`src/rtl/pc_unit_ras.sv`:
```
`default_nettype none
// ============================================================================
//  Module   : pc_unit_ras
//  Purpose  : IF-stage program counter with next-PC selection (exception,
//             branch, return, jump/call, sequential) and a circular
//             return-address stack for jal / jr $ra pairs.
//  Option   : define PC_ALIGN_CHECK_EN to force next-PC bits[1:0] to zero
//             and pulse MisalignedFault on each such forced update.
//  Revision : 1.0 - initial release
// ============================================================================
module pc_unit_ras #(
    parameter int               WIDTH        = 32,
    parameter logic [WIDTH-1:0] RESET_VECTOR = 32'h0000_0000,
    parameter logic [WIDTH-1:0] EXC_VECTOR   = 32'h0000_0180,
    parameter int               INC          = 4,
    parameter int               RAS_DEPTH    = 4
) (
    input  logic             Clk,
    input  logic             Reset,
    input  logic             PCWrite,
    input  logic             BranchTaken,
    input  logic [WIDTH-1:0] BranchTarget,
    input  logic             Jump,
    input  logic [WIDTH-1:0] JumpTarget,
    input  logic             Call,
    input  logic             Return,
    input  logic [WIDTH-1:0] ReturnTarget,
    input  logic             Exception,
    output logic [WIDTH-1:0] PCResult,
    output logic [WIDTH-1:0] PCPlus,
    output logic             RasEmpty,
    output logic             RasFull,
    output logic             RasOverflow,
    output logic             MisalignedFault
);

    localparam int               PTR_W = $clog2(RAS_DEPTH);
    localparam int               CNT_W = PTR_W + 1;
    localparam logic [WIDTH-1:0] INC_V = WIDTH'(INC);
    localparam logic [CNT_W-1:0] FULL_COUNT = CNT_W'(RAS_DEPTH);

    logic [WIDTH-1:0] ras_mem [RAS_DEPTH];
    logic [PTR_W-1:0] ras_ptr;     // next free slot; top of stack is ras_ptr-1
    logic [CNT_W-1:0] ras_count;
    logic [WIDTH-1:0] pc;
    logic             overflow;

    logic [WIDTH-1:0] next_raw;
    logic [WIDTH-1:0] next_pc;
    logic [WIDTH-1:0] push_val;
    logic [PTR_W-1:0] top_idx;
    logic             do_push;
    logic             do_pop;
    logic             misaligned;
    logic             update;

    assign PCResult    = pc;
    assign PCPlus      = pc + INC_V;
    assign RasEmpty    = (ras_count == '0);
    assign RasFull     = (ras_count == FULL_COUNT);
    assign RasOverflow = overflow;
    assign top_idx     = ras_ptr - PTR_W'(1);
    assign update      = Exception | PCWrite;

    // Priority select of the next PC; only the winning source may touch the RAS
    always_comb begin
        next_raw = PCPlus;
        do_push  = 1'b0;
        do_pop   = 1'b0;
        if (Exception) begin
            next_raw = EXC_VECTOR;
        end else if (BranchTaken) begin
            next_raw = BranchTarget;
        end else if (Return) begin
            if (!RasEmpty) begin
                next_raw = ras_mem[top_idx];
                do_pop   = 1'b1;
            end else begin
                next_raw = ReturnTarget;
            end
        end else if (Jump) begin
            next_raw = JumpTarget;
            do_push  = Call;
        end
    end

`ifdef PC_ALIGN_CHECK_EN
    logic fault;

    assign misaligned      = |next_raw[1:0];
    assign next_pc         = {next_raw[WIDTH-1:2], 2'b00};
    assign push_val        = {PCPlus[WIDTH-1:2], 2'b00};
    assign MisalignedFault = fault;

    // Fault pulses for the single cycle following a forced-alignment update
    always_ff @(posedge Clk or negedge Reset) begin
        if (!Reset) begin
            fault <= 1'b0;
        end else begin
            fault <= update & misaligned;
        end
    end
`else
    assign misaligned      = 1'b0;
    assign next_pc         = next_raw;
    assign push_val        = PCPlus;
    assign MisalignedFault = misaligned;
`endif

    // PC, stack pointer, occupancy and sticky overflow flag
    always_ff @(posedge Clk or negedge Reset) begin
        if (!Reset) begin
            pc        <= RESET_VECTOR;
            ras_ptr   <= '0;
            ras_count <= '0;
            overflow  <= 1'b0;
        end else if (Exception) begin
            pc        <= next_pc;
            ras_ptr   <= '0;
            ras_count <= '0;
        end else if (PCWrite) begin
            pc <= next_pc;
            if (do_push) begin
                ras_ptr <= ras_ptr + PTR_W'(1);
                if (RasFull) begin
                    overflow <= 1'b1;
                end else begin
                    ras_count <= ras_count + CNT_W'(1);
                end
            end else if (do_pop) begin
                ras_ptr   <= top_idx;
                ras_count <= ras_count - CNT_W'(1);
            end
        end
    end

    // Stack storage; entries are not cleared by reset, a push into a full
    // stack overwrites the oldest entry because the pointer wraps
    always_ff @(posedge Clk) begin
        if (Reset && PCWrite && !Exception && do_push) begin
            ras_mem[ras_ptr] <= push_val;
        end
    end

endmodule
`default_nettype wire

```
`config.mk`:
```
export PLATFORM = sky130hd
export DESIGN_NAME = pc_unit_ras
export DESIGN_NICKNAME = d
export VERILOG_FILES = /design/src/rtl/pc_unit_ras.sv
export SDC_FILE = /design/constraint.sdc
export NUM_CORES = 1
export LEC_CHECK = 0
export BUFFER_PORTS_ARGS = -buffer_cell sky130_fd_sc_hd__buf_2
export CAP_MARGIN = 20
export CORE_ASPECT_RATIO = 1.1
export CORE_MARGIN = 2
export CORE_UTILIZATION = 60
export CTS_CLUSTER_DIAMETER = 40
export DETAILED_ROUTE_END_ITERATION = 10
export GPL_TIMING_DRIVEN = 0
export MAX_ROUTING_LAYER = met4
export PLACE_DENSITY = 0.86
export SYNTH_ARGS = -nofsm -noshare
export SYNTH_HDL_FRONTEND = slang
export SYNTH_SLANG_ARGS = --single-unit
export TNS_END_PERCENT = 30
```
`constraint.sdc`:
```
create_clock -name Clk -period 5.3 [get_ports Clk]
set_input_delay 0.265 -clock Clk [delete_from_list [all_inputs] [get_ports Clk]]
set_output_delay 0.265 -clock Clk [all_outputs]
set_load 0.03 [all_outputs]
```
Yosys cells after proc, flatten, opt, wreduce, memory -nomap -nowiden
Memory sizes are Yosys's and may differ from the RTL's.
Cells that the tools add are included.
{"block": "totals", "in_bits": 104, "wordCells": 49, "ramBits": 128, "memories": 1, "register_bits": 38, "out_inout_bits": 68}
{"block": "op_classes", "addsub": 5, "n_mux": 26, "n_reduce_logical": 10, "eq_ne": 2, "n_bitwise": 1}
{"name": "ras_mem", "depth": 4, "word_bits": 32, "read_ports": 1, "rd_ports_with_merged_regs": 0, "wr": 1, "line_no": "42", "rtl": "logic [WIDTH-1:0] ras_mem [RAS_DEPTH];"}
{"op": "$mux W32", "count": 7}
{"op": "$add A32 B3 Y32 const B", "count": 1}
{"op": "$mux W3", "count": 5}
{"op": "$mux W1", "count": 10}
{"op": "$mux W2", "count": 4}
{"op": "$reduce_and A4 Y1", "count": 1}
{"op": "$add A3 B1 Y3 const B", "count": 1}
{"op": "$eq A3 B3 Y1 const B", "count": 1}
{"op": "$logic_and A1 B1 Y1", "count": 3}
{"op": "$logic_not A3 Y1", "count": 1}
{"op": "$ne A3 B3 Y1 const B", "count": 1}
{"op": "$reduce_and A3 Y1", "count": 1}
{"op": "$reduce_bool A3 Y1", "count": 1}
{"op": "$sub A3 B1 Y3 const B", "count": 1}
{"op": "$add A2 B1 Y2 const B", "count": 1}
{"op": "$reduce_and A2 Y1", "count": 1}
{"op": "$reduce_bool A2 Y1", "count": 1}
{"op": "$sub A2 B1 Y2 const B", "count": 1}
{"op": "$logic_not A1 Y1", "count": 1}
{"op": "$not A1 Y1", "count": 1}

Longest topological paths before layout
Gate-level depths: netlist of run 1.
{"block": "depth", "word_depth": 9, "depth_mapped": 13, "ltp_nobuf": 7}

Worst setup path before layout of run 1
No wires, ideal clock.
{"block": "synth_path", "path_kind": "register to register", "startpoint": "reg ras_ptr[0]", "endpoint": "reg pc[18], in the netlist PCResult[18]", "setup_time_ns": 0.124, "n_path_buf": 6, "arrival_ns": 3.024, "path_stages_with_launch": 13, "period_less_slack_ns": 3.149, "t_required_ns": 5.176, "setup_slack_ns": 2.151, "path_cell_list": "dfrtp_1 buf_2 buf_2 buf_2 inv_1 ha_1 clkbuf_1 buf_2 buf_1 mux4_2 a21oi_1 a2bb2oi_1 o31a_1"}
{"block": "synth_via", "elab_chain_cells": 8}
{"element": "from (decl)", "line_no": "43", "rtl": "logic [PTR_W-1:0] ras_ptr;"}
{"element": "from (signal assigned)", "line_no": "124", "rtl": "ras_ptr <= ras_ptr + PTR_W'(1);"}
{"element": "from (signal assigned)", "line_no": "131", "rtl": "ras_ptr <= top_idx;"}
{"element": "$sub A2 B1 Y2 *", "line_no": "62", "rtl": "assign top_idx = ras_ptr - PTR_W'(1);"}
{"element": "$mem_v2 Z4 W32 *"}
{"element": "$mux W32 *", "line_no": "75", "rtl": "if (!RasEmpty) begin"}
{"element": "$mux W32 *", "line_no": "74", "rtl": "end else if (Return) begin"}
{"element": "$mux W32 *", "line_no": "72", "rtl": "end else if (BranchTaken) begin"}
{"element": "$mux W32 *", "line_no": "70", "rtl": "if (Exception) begin"}
{"element": "$mux W32", "line_no": "121", "rtl": "end else if (PCWrite) begin"}
{"element": "$mux W32 *", "line_no": "117", "rtl": "end else if (Exception) begin"}
{"element": "to (signal assigned)", "line_no": "118", "rtl": "pc <= next_pc;"}
{"element": "to (signal assigned)", "line_no": "122", "rtl": "pc <= next_pc;"}
{"element": "to (decl)", "line_no": "45", "rtl": "logic [WIDTH-1:0] pc;"}
Every way passes the cells marked *; elsewhere a longest branch is shown, timed or not. The select of a mux whose other input is x is not followed.
A chain may end at the register's enable or synchronous reset.

Final worst setup path of run 1
{"block": "layout_path", "startpoint": "reg ras_ptr[0]", "endpoint": "reg pc[10], in the netlist PCResult[10]"}
The elaborated chain is that of the path after synthesis.

==> key figures, run 1 <==
GRT
  • Gr ovfl total: 0
  • Gr usage total: around 40%
  • Vias in the first global route: just over 7,000
  • Largest net degree at the start of global routing: 40
  • First-pass GRT wire length: between 40,000 and 50,000 µm
  • Initial antenna violation count: 0

Worst setup path
  • CP Max Fanout: 10
  • Worst flop-to-flop path endpoint: PCResult[10]
  • Setup crit start kind: register
  • CP required: roughly 5.6 ns
  • Launching point of the worst reg2reg path: ras_ptr[0]
  • R2r setup slk: 0.94 ns
  • Register-to-Register Path Depth: 13
  • Worst Path Class, Setup: reg -> reg
  • Critical Path AT: around 4.6 ns
  • CP endpoint kind: register
  • Worst Setup SP: ras_ptr[0]

Layout
  • Commonest non-fill, non-tap cell in the layout: buf_2
  • Most frequent cells in the layout: 179 x buf_2, 128 x edfxtp_1, 78 x nand2_1, 38 x dfrtp_1, 34 x clkbuf_1
  • Layout cell share with drive strength beyond 1: 31.7%
  • ANT cells: 0
  • Nets: between 900 and 1,000
  • P&R area growth vs syn: 21.4%
  • Post-route cell area: 10,200 µm²

Floorplanning
  • Core ar.: 13,700 µm²
  • Rows: between 40 and 50
  • Starting Density: about three fifths
  • Die width: 117 µm
  • Die H: ~130 µm
  • Die ar.: around 15,000 µm²
  • IO Count: 172

Timing
  • Hold Slack: around 0.10 ns
  • F_max: approximately 230 MHz
  • Hold Vio Cnt, Final: 0
  • Slew @ Worst Pin: approximately 1.1 ns
  • Total negative slack: 0 ns
  • Worst Skew: 0.0103 ns
  • Post-layout min period: ~4.4 ns
  • Final setup viols: 0
  • RSZ-0062 raised after global routing: no
  • Post-route clock period utilization: between 80% and 90%
  • Final Max Slew Viols: 0
  • Rel. slew slack: between 20 and 25%

Clocking
  • H-tree levels: 4
  • Clock root buffer: clkbuf_16
  • # clock sinks: 166
  • Inserted Clock Buffers: 17
  • Post-CTS Resized: 0
  • Post-CTS Setup Bufs: 0
  • CTS tree: yes
  • Clock Path Buffers: 2
  • Clk Latency, worst-skew pair: approximately 0.44 ns
  • Hold-fix buffers, CTS: 0
  • Clock-pin slew on the worst setup and hold paths: around 0.070 ns

Yosys
  • Seq/Total Area, Yosys: between 50% and 60%
  • Synth Area in Adders: less than 1%
  • Synth Area in Compound Gates: approximately 12%
  • FF+latch count, synth: about 170
  • Mapped Nets: about 780
  • Largest family of logic cells by synthesized area: simple AND/OR/NAND/NOR gates
  • Mean Syn Cell Area: 12.6 µm²
  • Synthesis Warnings: 0
  • Top_reg_cell synth: edfxtp_1
  • Multiplexer share of the synthesized area: a little under 10%
  • Number of flops mapped to enable cells by yosys: around 130
  • XOR/XNOR Fraction of Synth Area: under 10%
  • Synthesized cell area: 8370 µm²
  • Async SR Flop Fraction: 22.9%
  • Post-Synth Simple-Gate Area: 13.0%
  • Synthesized instance count: 667
  • Cell variety after synth: 73

Place
  • Cell Area, Placed: approximately 9600 µm²
  • RePlAce Congestion: 0.981
  • # port buffers: approximately 170
  • HPWL after DPL: approximately 19,000 µm

Worst hold path
  • Min-Delay Endpoint: PCResult[4]
  • Worst Hold Class: in -> reg
  • Min-Delay Startpoint: BranchTarget[4]
  • Hold path cells: 3

Drt
  • Drt first pass iters: 7
  • Initial DRC Count: 1,218
  • Final wirelength: 27,700 µm
  • Vias per cell: ~6.8
  • Drt wl/cell: 26.1 µm
  • Post-route ant nets: 0
  • DRC viols: 0
  • Via Count: approximately 7,300

Power and ir drop
  • Power density over cell area: 342 nW/µm²
  • Pleak: ~0.0040 µW
  • Worst VDD drop: 0.265 mV

Status
  • Outcome: finished clean

Run
  • Maxcap violations: 0
power breakdown:
part	internal (µW)	switching, µW	total [µW]
sequential	1450	48.3	1490
combinational	276	513	789
clock	622	572	1190
cells in the mapped netlist (10+ instances only):
library cell,instances,area [µm²]
inv_1,19,71.3
and3_1,16,100
a21oi_1,26,130
a211oi_1,10,75.1
o21ai_0,29,145
xnor2_1,19,166
edfxtp_1,128,3840
nand3_1,20,100
dfrtp_1,38,951
nor2_1,22,82.6
mux4_2,32,721
nor2b_1,12,75.1
xor2_1,10,87.6
nand2_1,78,293
clkbuf_1,34,128
flip-flops by register name, indices dropped and copies added (netlist names):
name and flops:
ras_count 3, PCResult 32, ras_ptr 2, RasOverflow 1, ras_mem 128
per-layer routing:
| layer | vias up | GRT usage, % | wire length [µm] |
|---|---|---|---|
| met5 | - | - | 0 |
| met4 | 0 | 22.9 | 1640 |
| met3 | 152 | 8.79 | 3430 |
| met2 | 688 | 57.1 | 12800 |
| met1 | 3467 | 51.7 | 9870 |
| li1 | 2972 | - | - |
cells by family (layout without fill, tap and decap cells):
kind of cell,count (synthesis),count (layout)
AO/OA/AOI/OAI,147,147
adder cells (fa/ha/maj),6,6
other,1,1
flip-flops,166,166
buffers and inverters,70,279
XOR/XNOR,29,29
AND/OR/NAND/NOR,207,207
multiplexers,41,41
worst max-delay path, cell delays in order (launching register included):
cell      delay, ns
dfrtp_1        0.39
buf_2          0.26
buf_2          0.44
buf_2          0.42
inv_1          0.16
ha_1           0.31
clkbuf_1       0.33
buf_2          0.44
buf_1          0.61
mux4_2         0.41
nand2_1        0.08
nand2_1        0.07
nand2_1        0.10
o221ai_1       0.14
through the flow:
stage               setup WS (ns)  power (µW)  cells  util (%)
floorplan                    2.15        2000    667         -
global placement             1.16        2250   1024      68.8
finish                      0.942        3480   1064      74.0
CTS                          1.05        3440   1061      73.7
global route                0.767        3570   1064      74.0
detailed placement           1.05        2270   1029      69.6
layout make-up:
type	instances	area, µm²
flip-flops and latches	166	4790
repair buffers	177	983
inverters	20	75.1
plain buffers	50	211
well taps	188	235
fillers	937	3570
clock inverters	15	141
clock buffers	17	425
multi-input cells	431	3300
how the worst max path moves through the flow:
stage | to | slack (ns) | cells after the start
finish | PCResult[10] | 0.94 | 13
detailed placement | PCResult[12] | 1.05 | 13
global route | PCResult[12] | 0.77 | 13
global placement | PCResult[18] | 1.16 | 12
CTS | PCResult[18] | 1.05 | 12
floorplan | PCResult[18] | 2.15 | 12
Note: power is estimated with default switching activity, not from simulation.
==> run 2: changes to the inputs <==
--- a/config.mk
+++ b/config.mk
@@ -9,12 +9,12 @@
 export CAP_MARGIN = 20
 export CORE_ASPECT_RATIO = 1.1
 export CORE_MARGIN = 2
-export CORE_UTILIZATION = 60
+export CORE_UTILIZATION = 55
 export CTS_CLUSTER_DIAMETER = 40
 export DETAILED_ROUTE_END_ITERATION = 10
 export GPL_TIMING_DRIVEN = 0
 export MAX_ROUTING_LAYER = met4
-export PLACE_DENSITY = 0.86
+export PLACE_DENSITY = 0.8
 export SYNTH_ARGS = -nofsm -noshare
 export SYNTH_HDL_FRONTEND = slang
 export SYNTH_SLANG_ARGS = --single-unit
==> constraint.sdc (replaced) <==
create_clock -name Clk -period 4.43 [get_ports Clk]
set_input_delay 0.2215 -clock Clk [delete_from_list [all_inputs] [get_ports Clk]]
set_output_delay 0.2215 -clock Clk [all_outputs]
set_load 0.03 [all_outputs]
==> key figures, run 2 (synthesis gave the netlist of run 1 again) <==
Floorplanning
  • Core ar.: 15,000 µm²
  • Die ar.: roughly 16,000 µm²
  • Starting Density: 55.8%
  • IO Count: between 150 and 200
  • Die width: between 100 and 150 µm
  • Die H: between 100 and 150 µm
  • Rows: 47

Layout
  • Fill cells: 1,088
  • Commonest non-fill, non-tap cell in the layout: buf_2
  • Post-route cell area: 10,100 µm²
  • Nets: 970
  • Fin cells: ~1,100
  • Storage cell area: roughly 4800 µm²
  • Most frequent cells in the layout: 179 x buf_2, 128 x edfxtp_1, 78 x nand2_1, 38 x dfrtp_1, 35 x clkbuf_1
  • Largest register FFs: 128
  • Biggest register: ras_mem
  • P&R area growth vs syn: 21.0%
  • Multi-input gate area: between 3000 and 4000 µm²
  • Layout cell share with drive strength beyond 1: roughly a third
  • ANT cells: 0

Drt
  • Drt wl/cell: 24.9 µm
  • Initial DRC Count: about 1,000
  • Post-route ant nets: 0
  • Metal3 WL: between 3000 and 4000 µm
  • Via Count: about 7,000
  • DRC viols: 0
  • Met1 Wirelength: 9860 µm
  • Vias per cell: between 6 and 7
  • Drt first pass iters: 6
  • Final wirelength: roughly 27,000 µm
  • Met2 routed WL: around 12,000 µm
  • Uppermost routed layer: met4

Timing
  • F_max: roughly 250 MHz
  • Total negative slack: 0 ns
  • Slew @ Worst Pin: about 1.1 ns
  • Rel. slew slack: around a quarter
  • Final Max Slew Viols: 0
  • Final worst slack: between 0.3 and 0.4 ns
  • Hold Slack: between 0.05 and 0.06 ns
  • Post-route clock period utilization: 91.8%
  • Hold Vio Cnt, Final: 0
  • RSZ-0062 raised after global routing: no
  • Worst Skew: 0.00997 ns
  • Final setup viols: 0
  • Post-layout min period: 4.07 ns

Clocking
  • # clock sinks: 166
  • Clk Latency, worst-skew pair: roughly 0.44 ns
  • Clock root buffer: clkbuf_16
  • CTS tree: yes
  • Clock-pin slew on the worst setup and hold paths: approximately 0.07 ns
  • Inserted Clock Buffers: 17
  • H-tree levels: 4
  • Post-CTS Setup Bufs: 0
  • Clock Path Buffers: 2

Worst setup path
  • R2r setup slk: around 0.36 ns
  • CP endpoint kind: register
  • CP Max Fanout: 10
  • Worst flop-to-flop path endpoint: PCResult[23]
  • Register-to-Register Path Depth: 11
  • Setup crit start kind: register
  • Launching point of the worst reg2reg path: ras_ptr[0]
  • Worst Path Class, Setup: reg -> reg
  • CP required: roughly 4.8 ns
  • Critical Path AT: around 4.4 ns

Place
  • Pre-CTS setup slack: ~0.16 ns
  • Placed cell count: ~1,000
  • RePlAce Congestion: ~0.97
  • HPWL after DPL: 18,500 µm
  • # port buffers: roughly 170
  • Cell Area, Placed: 9530 µm²

Worst hold path
  • Min-Delay Startpoint: BranchTarget[3]
  • Min-Delay Endpoint: PCResult[3]
  • Hold path cells: 3
  • Worst Hold Class: in -> reg

GRT
  • Gr ovfl total: 0
  • First-pass GRT wire length: 39,000 µm
  • Initial antenna violation count: 0
  • Gr usage total: approximately a third
  • Vias in the first global route: around 6,700
  • Largest net degree at the start of global routing: 40

Power and ir drop
  • Power density over cell area: between 400 and 500 nW/µm²
  • Pleak: between 0.003 and 0.004 µW
  • Worst VDD drop: 0.373 mV

Status
  • Outcome: finished clean

Run
  • Maxcap violations: 0
-- run 2: how the worst max path moves through the flow --
stage,from,end,slack [ns],cells past startpoint
global placement,ras_ptr[0],PCResult[18],0.21,12
floorplan,ras_ptr[0],PCResult[18],1.28,12
CTS,ras_ptr[0],PCResult[18],0.15,12
finish,ras_ptr[0],PCResult[23],0.36,11
global route,ras_ptr[0],PCResult[13],0.15,12
detailed placement,ras_ptr[0],PCResult[18],0.16,12
-- run 2: stage by stage --
stage,utilization [%],total power (µW)
finish,67.6,4190
CTS,67.6,4170
global placement,63.1,2700
floorplan,-,2400
global route,67.6,4300
detailed placement,63.6,2720
-- run 2: metal layers --
| layer | GRT usage (%) | vias to the layer above |
|---|---|---|
| li1 | - | 2960 |
| met3 | 6.89 | 118 |
| met1 | 45.5 | 3394 |
| met4 | 16.8 | 0 |
| met5 | - | - |
| met2 | 51.0 | 567 |
-- run 2: power by group --
group,internal (µW),switching (µW)
Combinational,327,599
Sequential,1730,54.9
Clock,850,629
Total,2910,1280
-- run 2: worst max-delay path, cell delays in order (launching register included) --
cell and delay [ns]:
dfrtp_1 0.39, buf_2 0.27, buf_2 0.44, buf_2 0.42, inv_1 0.15, ha_1 0.30, clkbuf_1 0.30, clkbuf_1 0.68
mux4_2 0.40, a211oi_1 0.25, o21ai_0 0.15, o311a_1 0.18
-- run 2: layout make-up --
| cell class | instances | area share [%] |
|---|---|---|
| well taps | 196 | 2.42 |
| inverters | 20 | 0.741 |
| multi-input cells | 431 | 32.5 |
| repair buffers | 175 | 9.14 |
| clock inverters | 13 | 1.42 |
| flip-flops and latches | 166 | 47.3 |
| clock buffers | 19 | 4.37 |
| plain buffers | 49 | 2.05 |
-- run 2: timing repair --
item                                    in CTS  in global routing
hold endpoints to repair                    38                  0
resized for setup                            0                  0
endpoints found under the setup margin       0                  2
hold buffers                                 1                  0
